==> src/rtl/regfile_reader_if.sv <==
// Decode-to-execute operand fetch bus: instruction in, register-file read port,
// writeback snoop, and the operand bundle out.
interface regfile_reader_if #(
    parameter int unsigned DATA_WIDTH = 32,
    parameter int unsigned ADDR_WIDTH = 5
);
    // decoded instruction from decode
    logic                  in_valid;
    logic                  in_ready;
    logic [ADDR_WIDTH-1:0] rs;
    logic [ADDR_WIDTH-1:0] rt;
    logic [ADDR_WIDTH-1:0] rd;
    logic                  uses_rs;
    logic                  uses_rt;
    logic                  writes_rd;

    // register-file read port
    logic [ADDR_WIDTH-1:0] Read_reg1;
    logic [ADDR_WIDTH-1:0] Read_reg2;
    logic [DATA_WIDTH-1:0] Read_Data1;
    logic [DATA_WIDTH-1:0] Read_Data2;

    // writeback bus shared with the register file
    logic                  RegWrite;
    logic [ADDR_WIDTH-1:0] Write_regs;
    logic [DATA_WIDTH-1:0] Write_Data;

    // operand bundle to execute
    logic                  out_valid;
    logic                  out_ready;
    logic [DATA_WIDTH-1:0] out_a;
    logic [DATA_WIDTH-1:0] out_b;
    logic [ADDR_WIDTH-1:0] out_rd;
    logic                  out_wr;
    logic                  sb_err;

    // operand-fetch stage side
    modport slave (
        input  in_valid, rs, rt, rd, uses_rs, uses_rt, writes_rd,
        output in_ready,
        output Read_reg1, Read_reg2,
        input  Read_Data1, Read_Data2,
        input  RegWrite, Write_regs, Write_Data,
        output out_valid, out_a, out_b, out_rd, out_wr, sb_err,
        input  out_ready
    );

    // environment side (decode, register file, execute)
    modport master (
        output in_valid, rs, rt, rd, uses_rs, uses_rt, writes_rd,
        input  in_ready,
        input  Read_reg1, Read_reg2,
        output Read_Data1, Read_Data2,
        output RegWrite, Write_regs, Write_Data,
        input  out_valid, out_a, out_b, out_rd, out_wr, sb_err,
        output out_ready
    );
endinterface

==> src/rtl/regfile_reader.sv <==
// Operand-fetch stage: reads both sources, stalls on RAW / scoreboard-full
// hazards, bypasses same-cycle writeback data, and registers the bundle.
module regfile_reader #(
    parameter int unsigned DATA_WIDTH = 32,
    parameter int unsigned ADDR_WIDTH = 5,
    parameter int unsigned CNT_W      = 2
) (
    input  logic                clk,
    input  logic                rst_n,
    regfile_reader_if.slave     bus
);
    localparam int unsigned     NREG    = 1 << ADDR_WIDTH;
    localparam logic [CNT_W-1:0] CNT_MAX = '1;
    localparam logic [CNT_W-1:0] CNT_ONE = CNT_W'(1);

    // per-register outstanding-writeback counters; entry 0 is pinned to zero
    logic [CNT_W-1:0]      cnt [NREG];
    logic                  sb_err;

    // output bundle register
    logic                  out_valid;
    logic [DATA_WIDTH-1:0] out_a;
    logic [DATA_WIDTH-1:0] out_b;
    logic [ADDR_WIDTH-1:0] out_rd;
    logic                  out_wr;

    // combinational decode of the current instruction against the scoreboard
    logic                  wb_live;
    logic                  rs_zero;
    logic                  rt_zero;
    logic                  rd_zero;
    logic                  rs_byp;
    logic                  rt_byp;
    logic                  rs_haz;
    logic                  rt_haz;
    logic                  rd_haz;
    logic                  ready_c;
    logic                  accept;
    logic                  inc_en;
    logic [DATA_WIDTH-1:0] opnd_a;
    logic [DATA_WIDTH-1:0] opnd_b;
    logic [NREG-1:0]       inc_vec;
    logic [NREG-1:0]       dec_vec;

    // register-file read addresses follow the sources directly
    assign bus.Read_reg1 = bus.rs;
    assign bus.Read_reg2 = bus.rt;

    // hazard detection, bypass selection and handshake
    always_comb begin
        wb_live = bus.RegWrite && (bus.Write_regs != '0);
        rs_zero = (bus.rs == '0);
        rt_zero = (bus.rt == '0);
        rd_zero = (bus.rd == '0);

        // bypass only when this writeback retires the last outstanding write
        rs_byp  = wb_live && (bus.Write_regs == bus.rs) && (cnt[bus.rs] == CNT_ONE);
        rt_byp  = wb_live && (bus.Write_regs == bus.rt) && (cnt[bus.rt] == CNT_ONE);

        rs_haz  = bus.uses_rs && !rs_zero && (cnt[bus.rs] != '0) && !rs_byp;
        rt_haz  = bus.uses_rt && !rt_zero && (cnt[bus.rt] != '0) && !rt_byp;
        // a saturated counter may still take an increment if a writeback frees a slot
        rd_haz  = bus.writes_rd && !rd_zero && (cnt[bus.rd] == CNT_MAX)
                  && !(bus.RegWrite && (bus.Write_regs == bus.rd));

        ready_c = (!out_valid || bus.out_ready) && !rs_haz && !rt_haz && !rd_haz;
        accept  = bus.in_valid && ready_c;
        inc_en  = accept && bus.writes_rd && !rd_zero;

        if (rs_zero) begin
            opnd_a = '0;
        end else if (rs_byp) begin
            opnd_a = bus.Write_Data;
        end else begin
            opnd_a = bus.Read_Data1;
        end

        if (rt_zero) begin
            opnd_b = '0;
        end else if (rt_byp) begin
            opnd_b = bus.Write_Data;
        end else begin
            opnd_b = bus.Read_Data2;
        end
    end

    assign bus.in_ready = ready_c;

    // one-hot increment / decrement requests per register
    always_comb begin
        inc_vec = '0;
        dec_vec = '0;
        if (inc_en) begin
            inc_vec[bus.rd] = 1'b1;
        end
        if (wb_live) begin
            dec_vec[bus.Write_regs] = 1'b1;
        end
    end

    // scoreboard counters and sticky underflow flag
    always_ff @(posedge clk or negedge rst_n) begin
        if (!rst_n) begin
            for (int unsigned r = 0; r < NREG; r++) begin
                cnt[r] <= '0;
            end
            sb_err <= 1'b0;
        end else begin
            cnt[0] <= '0;
            for (int unsigned r = 1; r < NREG; r++) begin
                if (inc_vec[r] && !dec_vec[r]) begin
                    cnt[r] <= cnt[r] + CNT_ONE;
                end else if (dec_vec[r] && !inc_vec[r] && (cnt[r] != '0)) begin
                    cnt[r] <= cnt[r] - CNT_ONE;
                end
            end
            // a writeback with nothing outstanding means decode and writeback disagree
            if (wb_live && (cnt[bus.Write_regs] == '0)) begin
                sb_err <= 1'b1;
            end
        end
    end

    // operand bundle register: load on accept, drop when consumed, else hold
    always_ff @(posedge clk or negedge rst_n) begin
        if (!rst_n) begin
            out_valid <= 1'b0;
            out_a     <= '0;
            out_b     <= '0;
            out_rd    <= '0;
            out_wr    <= 1'b0;
        end else if (accept) begin
            out_valid <= 1'b1;
            out_a     <= opnd_a;
            out_b     <= opnd_b;
            out_rd    <= bus.rd;
            out_wr    <= bus.writes_rd && !rd_zero;
        end else if (out_valid && bus.out_ready) begin
            out_valid <= 1'b0;
        end
    end

    assign bus.out_valid = out_valid;
    assign bus.out_a     = out_a;
    assign bus.out_b     = out_b;
    assign bus.out_rd    = out_rd;
    assign bus.out_wr    = out_wr;
    assign bus.sb_err    = sb_err;

endmodule

==> src/flat_wrapper.sv <==
// flat-port wrapper written by rule: the top's interface ports become plain ports
module regfile_reader_flat 
#(
    parameter int unsigned DATA_WIDTH = 32,
    parameter int unsigned ADDR_WIDTH = 5,
    parameter int unsigned CNT_W      = 2
)
  (clk, rst_n, bus_in_valid, bus_rs, bus_rt, bus_rd, bus_uses_rs, bus_uses_rt, bus_writes_rd, bus_in_ready, bus_Read_reg1, bus_Read_reg2, bus_Read_Data1, bus_Read_Data2, bus_RegWrite, bus_Write_regs, bus_Write_Data, bus_out_valid, bus_out_a, bus_out_b, bus_out_rd, bus_out_wr, bus_sb_err, bus_out_ready);
  regfile_reader_if #(.DATA_WIDTH(DATA_WIDTH), .ADDR_WIDTH(ADDR_WIDTH)) bus_i ();
  input  logic clk;
  input  logic rst_n;
  input wire logic [$bits(bus_i.in_valid)-1:0] bus_in_valid;
  input wire logic [$bits(bus_i.rs)-1:0] bus_rs;
  input wire logic [$bits(bus_i.rt)-1:0] bus_rt;
  input wire logic [$bits(bus_i.rd)-1:0] bus_rd;
  input wire logic [$bits(bus_i.uses_rs)-1:0] bus_uses_rs;
  input wire logic [$bits(bus_i.uses_rt)-1:0] bus_uses_rt;
  input wire logic [$bits(bus_i.writes_rd)-1:0] bus_writes_rd;
  output wire logic [$bits(bus_i.in_ready)-1:0] bus_in_ready;
  output wire logic [$bits(bus_i.Read_reg1)-1:0] bus_Read_reg1;
  output wire logic [$bits(bus_i.Read_reg2)-1:0] bus_Read_reg2;
  input wire logic [$bits(bus_i.Read_Data1)-1:0] bus_Read_Data1;
  input wire logic [$bits(bus_i.Read_Data2)-1:0] bus_Read_Data2;
  input wire logic [$bits(bus_i.RegWrite)-1:0] bus_RegWrite;
  input wire logic [$bits(bus_i.Write_regs)-1:0] bus_Write_regs;
  input wire logic [$bits(bus_i.Write_Data)-1:0] bus_Write_Data;
  output wire logic [$bits(bus_i.out_valid)-1:0] bus_out_valid;
  output wire logic [$bits(bus_i.out_a)-1:0] bus_out_a;
  output wire logic [$bits(bus_i.out_b)-1:0] bus_out_b;
  output wire logic [$bits(bus_i.out_rd)-1:0] bus_out_rd;
  output wire logic [$bits(bus_i.out_wr)-1:0] bus_out_wr;
  output wire logic [$bits(bus_i.sb_err)-1:0] bus_sb_err;
  input wire logic [$bits(bus_i.out_ready)-1:0] bus_out_ready;
  assign bus_i.in_valid = bus_in_valid;
  assign bus_i.rs = bus_rs;
  assign bus_i.rt = bus_rt;
  assign bus_i.rd = bus_rd;
  assign bus_i.uses_rs = bus_uses_rs;
  assign bus_i.uses_rt = bus_uses_rt;
  assign bus_i.writes_rd = bus_writes_rd;
  assign bus_in_ready = bus_i.in_ready;
  assign bus_Read_reg1 = bus_i.Read_reg1;
  assign bus_Read_reg2 = bus_i.Read_reg2;
  assign bus_i.Read_Data1 = bus_Read_Data1;
  assign bus_i.Read_Data2 = bus_Read_Data2;
  assign bus_i.RegWrite = bus_RegWrite;
  assign bus_i.Write_regs = bus_Write_regs;
  assign bus_i.Write_Data = bus_Write_Data;
  assign bus_out_valid = bus_i.out_valid;
  assign bus_out_a = bus_i.out_a;
  assign bus_out_b = bus_i.out_b;
  assign bus_out_rd = bus_i.out_rd;
  assign bus_out_wr = bus_i.out_wr;
  assign bus_sb_err = bus_i.sb_err;
  assign bus_i.out_ready = bus_out_ready;
  regfile_reader #(.DATA_WIDTH(DATA_WIDTH), .ADDR_WIDTH(ADDR_WIDTH), .CNT_W(CNT_W)) u_core (.clk(clk), .rst_n(rst_n), .bus(bus_i));
endmodule
==> config.mk <==
export PLATFORM = sky130hd
export DESIGN_NAME = regfile_reader_flat
export DESIGN_NICKNAME = d
export VERILOG_FILES = /design/src/rtl/regfile_reader_if.sv /design/src/rtl/regfile_reader.sv /design/src/flat_wrapper.sv
export SDC_FILE = /design/constraint.sdc
export NUM_CORES = 1
export LEC_CHECK = 0
export ABC_CLOCK_PERIOD_IN_PS = 4750
export CAP_MARGIN = 20
export CELL_PAD_IN_SITES_DETAIL_PLACEMENT = 1
export CELL_PAD_IN_SITES_GLOBAL_PLACEMENT = 2
export CORE_MARGIN = 2
export CORE_UTILIZATION = 32
export CTS_CLUSTER_SIZE = 25
export DETAILED_ROUTE_END_ITERATION = 8
export PLACE_DENSITY_LB_ADDON = 0.1
export RECOVER_POWER = 50
export SLEW_MARGIN = 20
export SYNTH_ARGS = -nofsm -noshare
export SYNTH_HDL_FRONTEND = slang
export SYNTH_SLANG_ARGS = --single-unit
==> constraint.sdc <==
create_clock -name clk -period 4.75 [get_ports clk]
set_input_delay 0.95 -clock clk [delete_from_list [all_inputs] [get_ports clk]]
set_output_delay 0.95 -clock clk [all_outputs]
set_load 0.01 [all_outputs]
# After elaboration in Yosys (flattened, before gate mapping)
# Index checks and enable logic that the tools add are counted.
[word_totals]
reg_bits = 134
memories = 0
ram_bits = 0
word_cells = 464
inputBits = 124
rom_bits = 0
latchBits = 0
out_inout_bits = 83
[op_classes]
bitwise = 4
order_cmp = 8
n_div = 0
shifts = 0
muxes = 86
add_sub_neg = 62
reduce_logical = 261
eq_ne = 6
multipliers = 0
[ops]
columns = ["operator", "count"]
rows = [
  ["2-to-1 mux 32 bit", 6],
  ["2-to-1 mux 2 bit", 70],
  ["nonzero test 2 bit", 65],
  ["logical AND 1 bit", 118],
  ["logical NOT 1 bit", 72],
  ["adder 2 x 1 -> 2 bit (second input constant)", 31],
  ["subtractor 2 x 1 -> 2 bit (second input constant)", 31],
  ["binary-select mux 2 bit (select 5 bit)", 4],
  ["greater-or-equal comparator 6 bit (second input constant)", 4],
  ["inverter 5 -> 6 bit", 4],
  ["== test 5 bit", 3],
  ["logical NOT 5 bit", 3],
  ["< comparator 5 x 6 -> 1 bit (second input constant)", 2],
  ["demux 1 bit (select 5 bit)", 2],
  ["greater-or-equal comparator 5 x 1 -> 1 bit (second input constant)", 2],
  ["nonzero test 5 bit", 1],
  ["== test 2 x 1 -> 1 bit (second input constant)", 2],
  ["2-to-1 mux 1 bit", 4],
  ["== test 2 bit (second input constant)", 1],
  ["logical NOT 2 bit", 1],
  ["logical OR 1 bit", 1],
]

# Depth between registers and ports, before layout
[depth]
word_depth = 21
depth_mapped = 15
ltp_nobuf = 8

# Worst setup path after synthesis
# OpenSTA, ideal clock, no wires.
[synth_path]
path_type = "input to output"
startpoint = "input port bus_rs[0]"
endpoint = "output port bus_in_ready"
arrival_ns = 3.385
setup_slack_ns = 0.415
t_required_ns = 3.800
n_path_buf = 4
stages = 11
cell_sequence = "buf_2 -> buf_2 -> mux4_2 -> a21oi_1 -> o21ai_0 -> a31oi_1 -> nand3_1 -> clkbuf_1 -> or2_2 -> clkbuf_1 -> nor2_1"
[synth_between]
elab_chain_cells = 12
word_cells_on_any_way = 19
classes_between = "eq/ne (2); mux (3); bitwise (1); reduce/logical (13)"
[synth_lines]
columns = ["element", "line", "text"]
rows = [
  ["start, declared", "flat_wrapper.sv:13", "input wire logic [$bits(bus_i.rs)-1:0] bus_rs;"],
  ["inverter 5 -> 6 bit (not written as such)", "regfile_reader.sv:57, regfile_reader.sv:60", ""],
  ["binary-select mux 2 bit (select 5 bit)", "regfile_reader.sv:57, regfile_reader.sv:60", ""],
  ["2-to-1 mux 2 bit (not written as such) (2 in series)", "regfile_reader.sv:57, regfile_reader.sv:60", ""],
  ["== test 2 x 1 -> 1 bit", "regfile_reader.sv:57", "rs_byp = wb_live && (bus.Write_regs == bus.rs) && (cnt[bus.rs] == CNT_ONE);"],
  ["logical AND 1 bit", "regfile_reader.sv:57", ""],
  ["logical NOT 1 bit", "regfile_reader.sv:60", "rs_haz = bus.uses_rs && !rs_zero && (cnt[bus.rs] != '0) && !rs_byp;"],
  ["logical AND 1 bit *", "regfile_reader.sv:60", ""],
  ["logical NOT 1 bit *", "regfile_reader.sv:66", "ready_c = (!out_valid || bus.out_ready) && !rs_haz && !rt_haz && !rd_haz;"],
  ["logical AND 1 bit * (3 in series)", "regfile_reader.sv:66", ""],
  ["end, declared", "flat_wrapper.sv:19", "output wire logic [$bits(bus_i.in_ready)-1:0] bus_in_ready;"],
]
# Every way passes the cells marked *; elsewhere a longest branch is shown, timed or not. The select of a mux whose other input is x is not followed.

# Worst setup path in the final report
# Ends and elaborated chain as after synthesis.

==> run metrics <==
worst slack after detailed placement -95.90 ps; post-synthesis sequential area ratio 32.87%; post-synthesis compound-gate area fraction 15.70%; most common library cells after synthesis nand2_1, dfrtp_1, mux2i_1; RePlAce Congestion 0.9171; post-layout min period 4511 ps; fmax 221.7 MHz; status complete, but fails checks; largest net degree at the start of global routing 106; Mapped Cells 1143; flops & latches, synth 134; most frequent cell after synthesis nand2_1; Worst setup EP type output pin; Hold Path Class reg2reg; max-cap viol count 3; number of global-route vias before repair 10090; DR vias/cell 5.671; port buffer count 206; adder-cell area share of the yosys netlist 0%; Avg Synthesized Cell Area 8.926 um2; Power Density 323.4 nW/um2; cell mode on critical path a31oi_1; antenna violations before repair 3; die area 33330 um2; Arr. time, crit path 3560 ps; post-synthesis mux area share 19.34%; Worst Setup Start Kind input port; dpl cell area 13060 um2; R2R cell count 9; residual DRC count 0; Pint 2.858 mW; Synth warnings 0; Critical path origin bus_rs[0]; failing checks max-capacitance violations, max-slew violations; share of the synthesized area in the top cell type 32.87%; ratio of cells with drive above 1 in the final layout 15.86%; net switching power 1.555 mW; mapped cell area 10200 um2; total clock sinks 134; H-tree depth 4; reg-to-reg critical path startpoint u_core.cnt[21]; register share of total power 36.4%; Reg clk slew, reported paths 60 ps; Reg2Reg Capture Point u_core.bus.out_a[15]; Worst path max stage delay 510 ps; Logic pwr share 32.4%; Placed Cells 1726; clock buffer depth 2; crit-path cells clkdlybuf4s50_1 > buf_12 > mux4_2 > a22oi_1 > a31oi_1 > a31oi_1 > nand3_1 > or2_2 > nor2_2 > dlygate4sd2_1; area growth from synthesis to layout 33.74%; final net count 1467; CP max stage cell clkdlybuf4s50_1; Clock Power Share 31.2%; Routed wire per std cell 24.09 um; CTS tree yes; hpwl dp 31850 um; Slew Limit Fails 139; crit path capture bus_in_ready; Die Width 182.6 um; switching share of total power 35.23%; first-pass GRT wire length 64400 um; Cell variety after synth 67; fraction of registers with async set/reset 100.0%; Post-Synth XOR/XNOR Area 1.631%; relative slew slack -41.97%; total global-route track usage 25.65%; First DRT Iteration DRCs 708; Post-Synth Simple-Gate Area 24.82%; RSZ-0062 raised after global routing false; Final Core Density 43.35%; CP Class in2out; largest family of logic cells by synthesized area simple AND/OR/NAND/NOR gates; die extent in y 182.6 um; antenna viol nets, final 0; CTS Buf Count 17; leading area contributor after synthesis dfrtp_1; Synth Flop Type dfrtp_1; Tightest Pin Transition 2130 ps; Setup TNS 0 ps; ranking of synthesized cells by area dfrtp_1, mux2i_1, mux4_2, nand2_1, o31ai_1; reg2reg setup slack 1150 ps; final instance area 13640 um2; critical path required time 3800 ps; Max VDD drop 0.2482 mV; Root Driver clkbuf_16; Worst Clk Skew 13.43 ps; via count 9975; postcts setup bufs 0; hold path depth 2; number of synthesized flops with an enable pin 0; gr ovfl total 0; Leakage 5.684 nW; io pins 207; final setup violation count 0; final worst slack 238.7 ps; crit-path max FO 9; synthesized net count 1267; # rows 65; worst skew pair latency 440 ps; core area 31470 um2; fin cells 1759; Final Hold Fails 0; Initial Utilization 32.42%; final wirelength 42380 um; Hold Crit Start u_core.bus.out_b[26]; first-pass iteration count of the detailed router 5; Tcrit/Tclk final 94.97%
==> cell type report <==
class / count / area [um2]
inverter: 10 / 37.54
tap: 402 / 503.0
timing repair buffer: 291 / 2844
antenna: 1 / 2.502
multi-input combinational: 889 / 6314
clock inverter: 14 / 151.4
clock buffer: 18 / 439.2
sequential: 134 / 3353
fill: 3632 / 17830
==> cell usage in the layout (no fill, tap or decap), drive strengths merged, types with 6 or more instances in the layout <==
cell and instances:
nor3b 20, nand2b 7, nor2 67, and2 23, a21oi 34, nand4 27, nand2 152, xor2 10
mux2i 118, nor2b 15, dlygate4sd3 41, o31ai 44, nor3 34, xnor2 9, o211ai 11, dfrtp 134
or3 7, clkdlybuf4s50 162, clkbuf 21, mux2 9, a211oi 8, nand3 45, and3 15, nand3b 13
o2111ai 6, buf 84, o21ai 86, nor4 28, a22oi 10, inv 12, mux4 30
==> stage by stage <==
| stage | total power [mW] | hold slack (ps) |
|---|---|---|
| 3_5_place_dp | 3.100 | 465.4 |
| 4_1_cts | 4.501 | 480.0 |
| 6_report | 4.413 | 470.0 |
| 2_1_floorplan | 2.293 | 497.3 |
| 5_1_grt | 4.649 | 497.3 |
| 3_3_place_gp | 3.073 | 458.6 |
==> power by group through the flow <==
stage / sequential (mW) / clock (mW) / combinational (mW)
floorplan: 1.59 / 0 / 0.704
global placement: 1.62 / 0 / 1.46
detailed placement: 1.62 / 0 / 1.47
CTS: 1.60 / 1.42 / 1.48
global route: 1.64 / 1.46 / 1.55
finish: 1.60 / 1.38 / 1.43
==> timing repair <==
action / 4_1_cts / 5_1_grt
setup endpoints to repair: 1 / 0
hold buffers: 0 / 0
gates resized for setup: 2 / 0
==> per-layer routing <==
layer  wire, um  track usage (%)
met1      19070            34.48
met2      19370            41.20
met3       3018            6.067
met4        908            7.194
met5         13                0
==> how the worst min path moves through the flow <==
| stage | endpoint |
|---|---|
| after floorplan | u_core.bus.sb_err |
| after global placement | u_core.bus.out_b[0] |
| after detailed placement | u_core.bus.out_a[8] |
| after CTS | u_core.bus.out_a[8] |
| after global routing | u_core.bus.out_b[24] |
| final | u_core.bus.out_b[26] |
==> sequential cells by signal, indices dropped and copies added (netlist names) <==
| register | flops |
|---|---|
| u_core.cnt | 62 |
| u_core.bus.out_a | 32 |
| u_core.bus.out_b | 32 |
| u_core.bus.out_rd | 5 |
| u_core.bus.out_valid | 1 |
| u_core.bus.out_wr | 1 |
| u_core.bus.sb_err | 1 |
==> logic make-up (layout without fill, tap and decap cells) <==
kind of cell,count (synthesis),after routing
AO/OA/AOI/OAI,233,233
XOR/XNOR,19,19
buffers and inverters,120,333
flip-flops,134,134
multiplexers,157,157
other,0,1
AND/OR/NAND/NOR,480,480
==> worst max-delay path, delay by kind of cell <==
kind,cells,cell delay [ps]
compound gates,3,520
buf+inv,3,960
mux,1,500
simple gates,3,630
(Power assumes the default switching activity.)
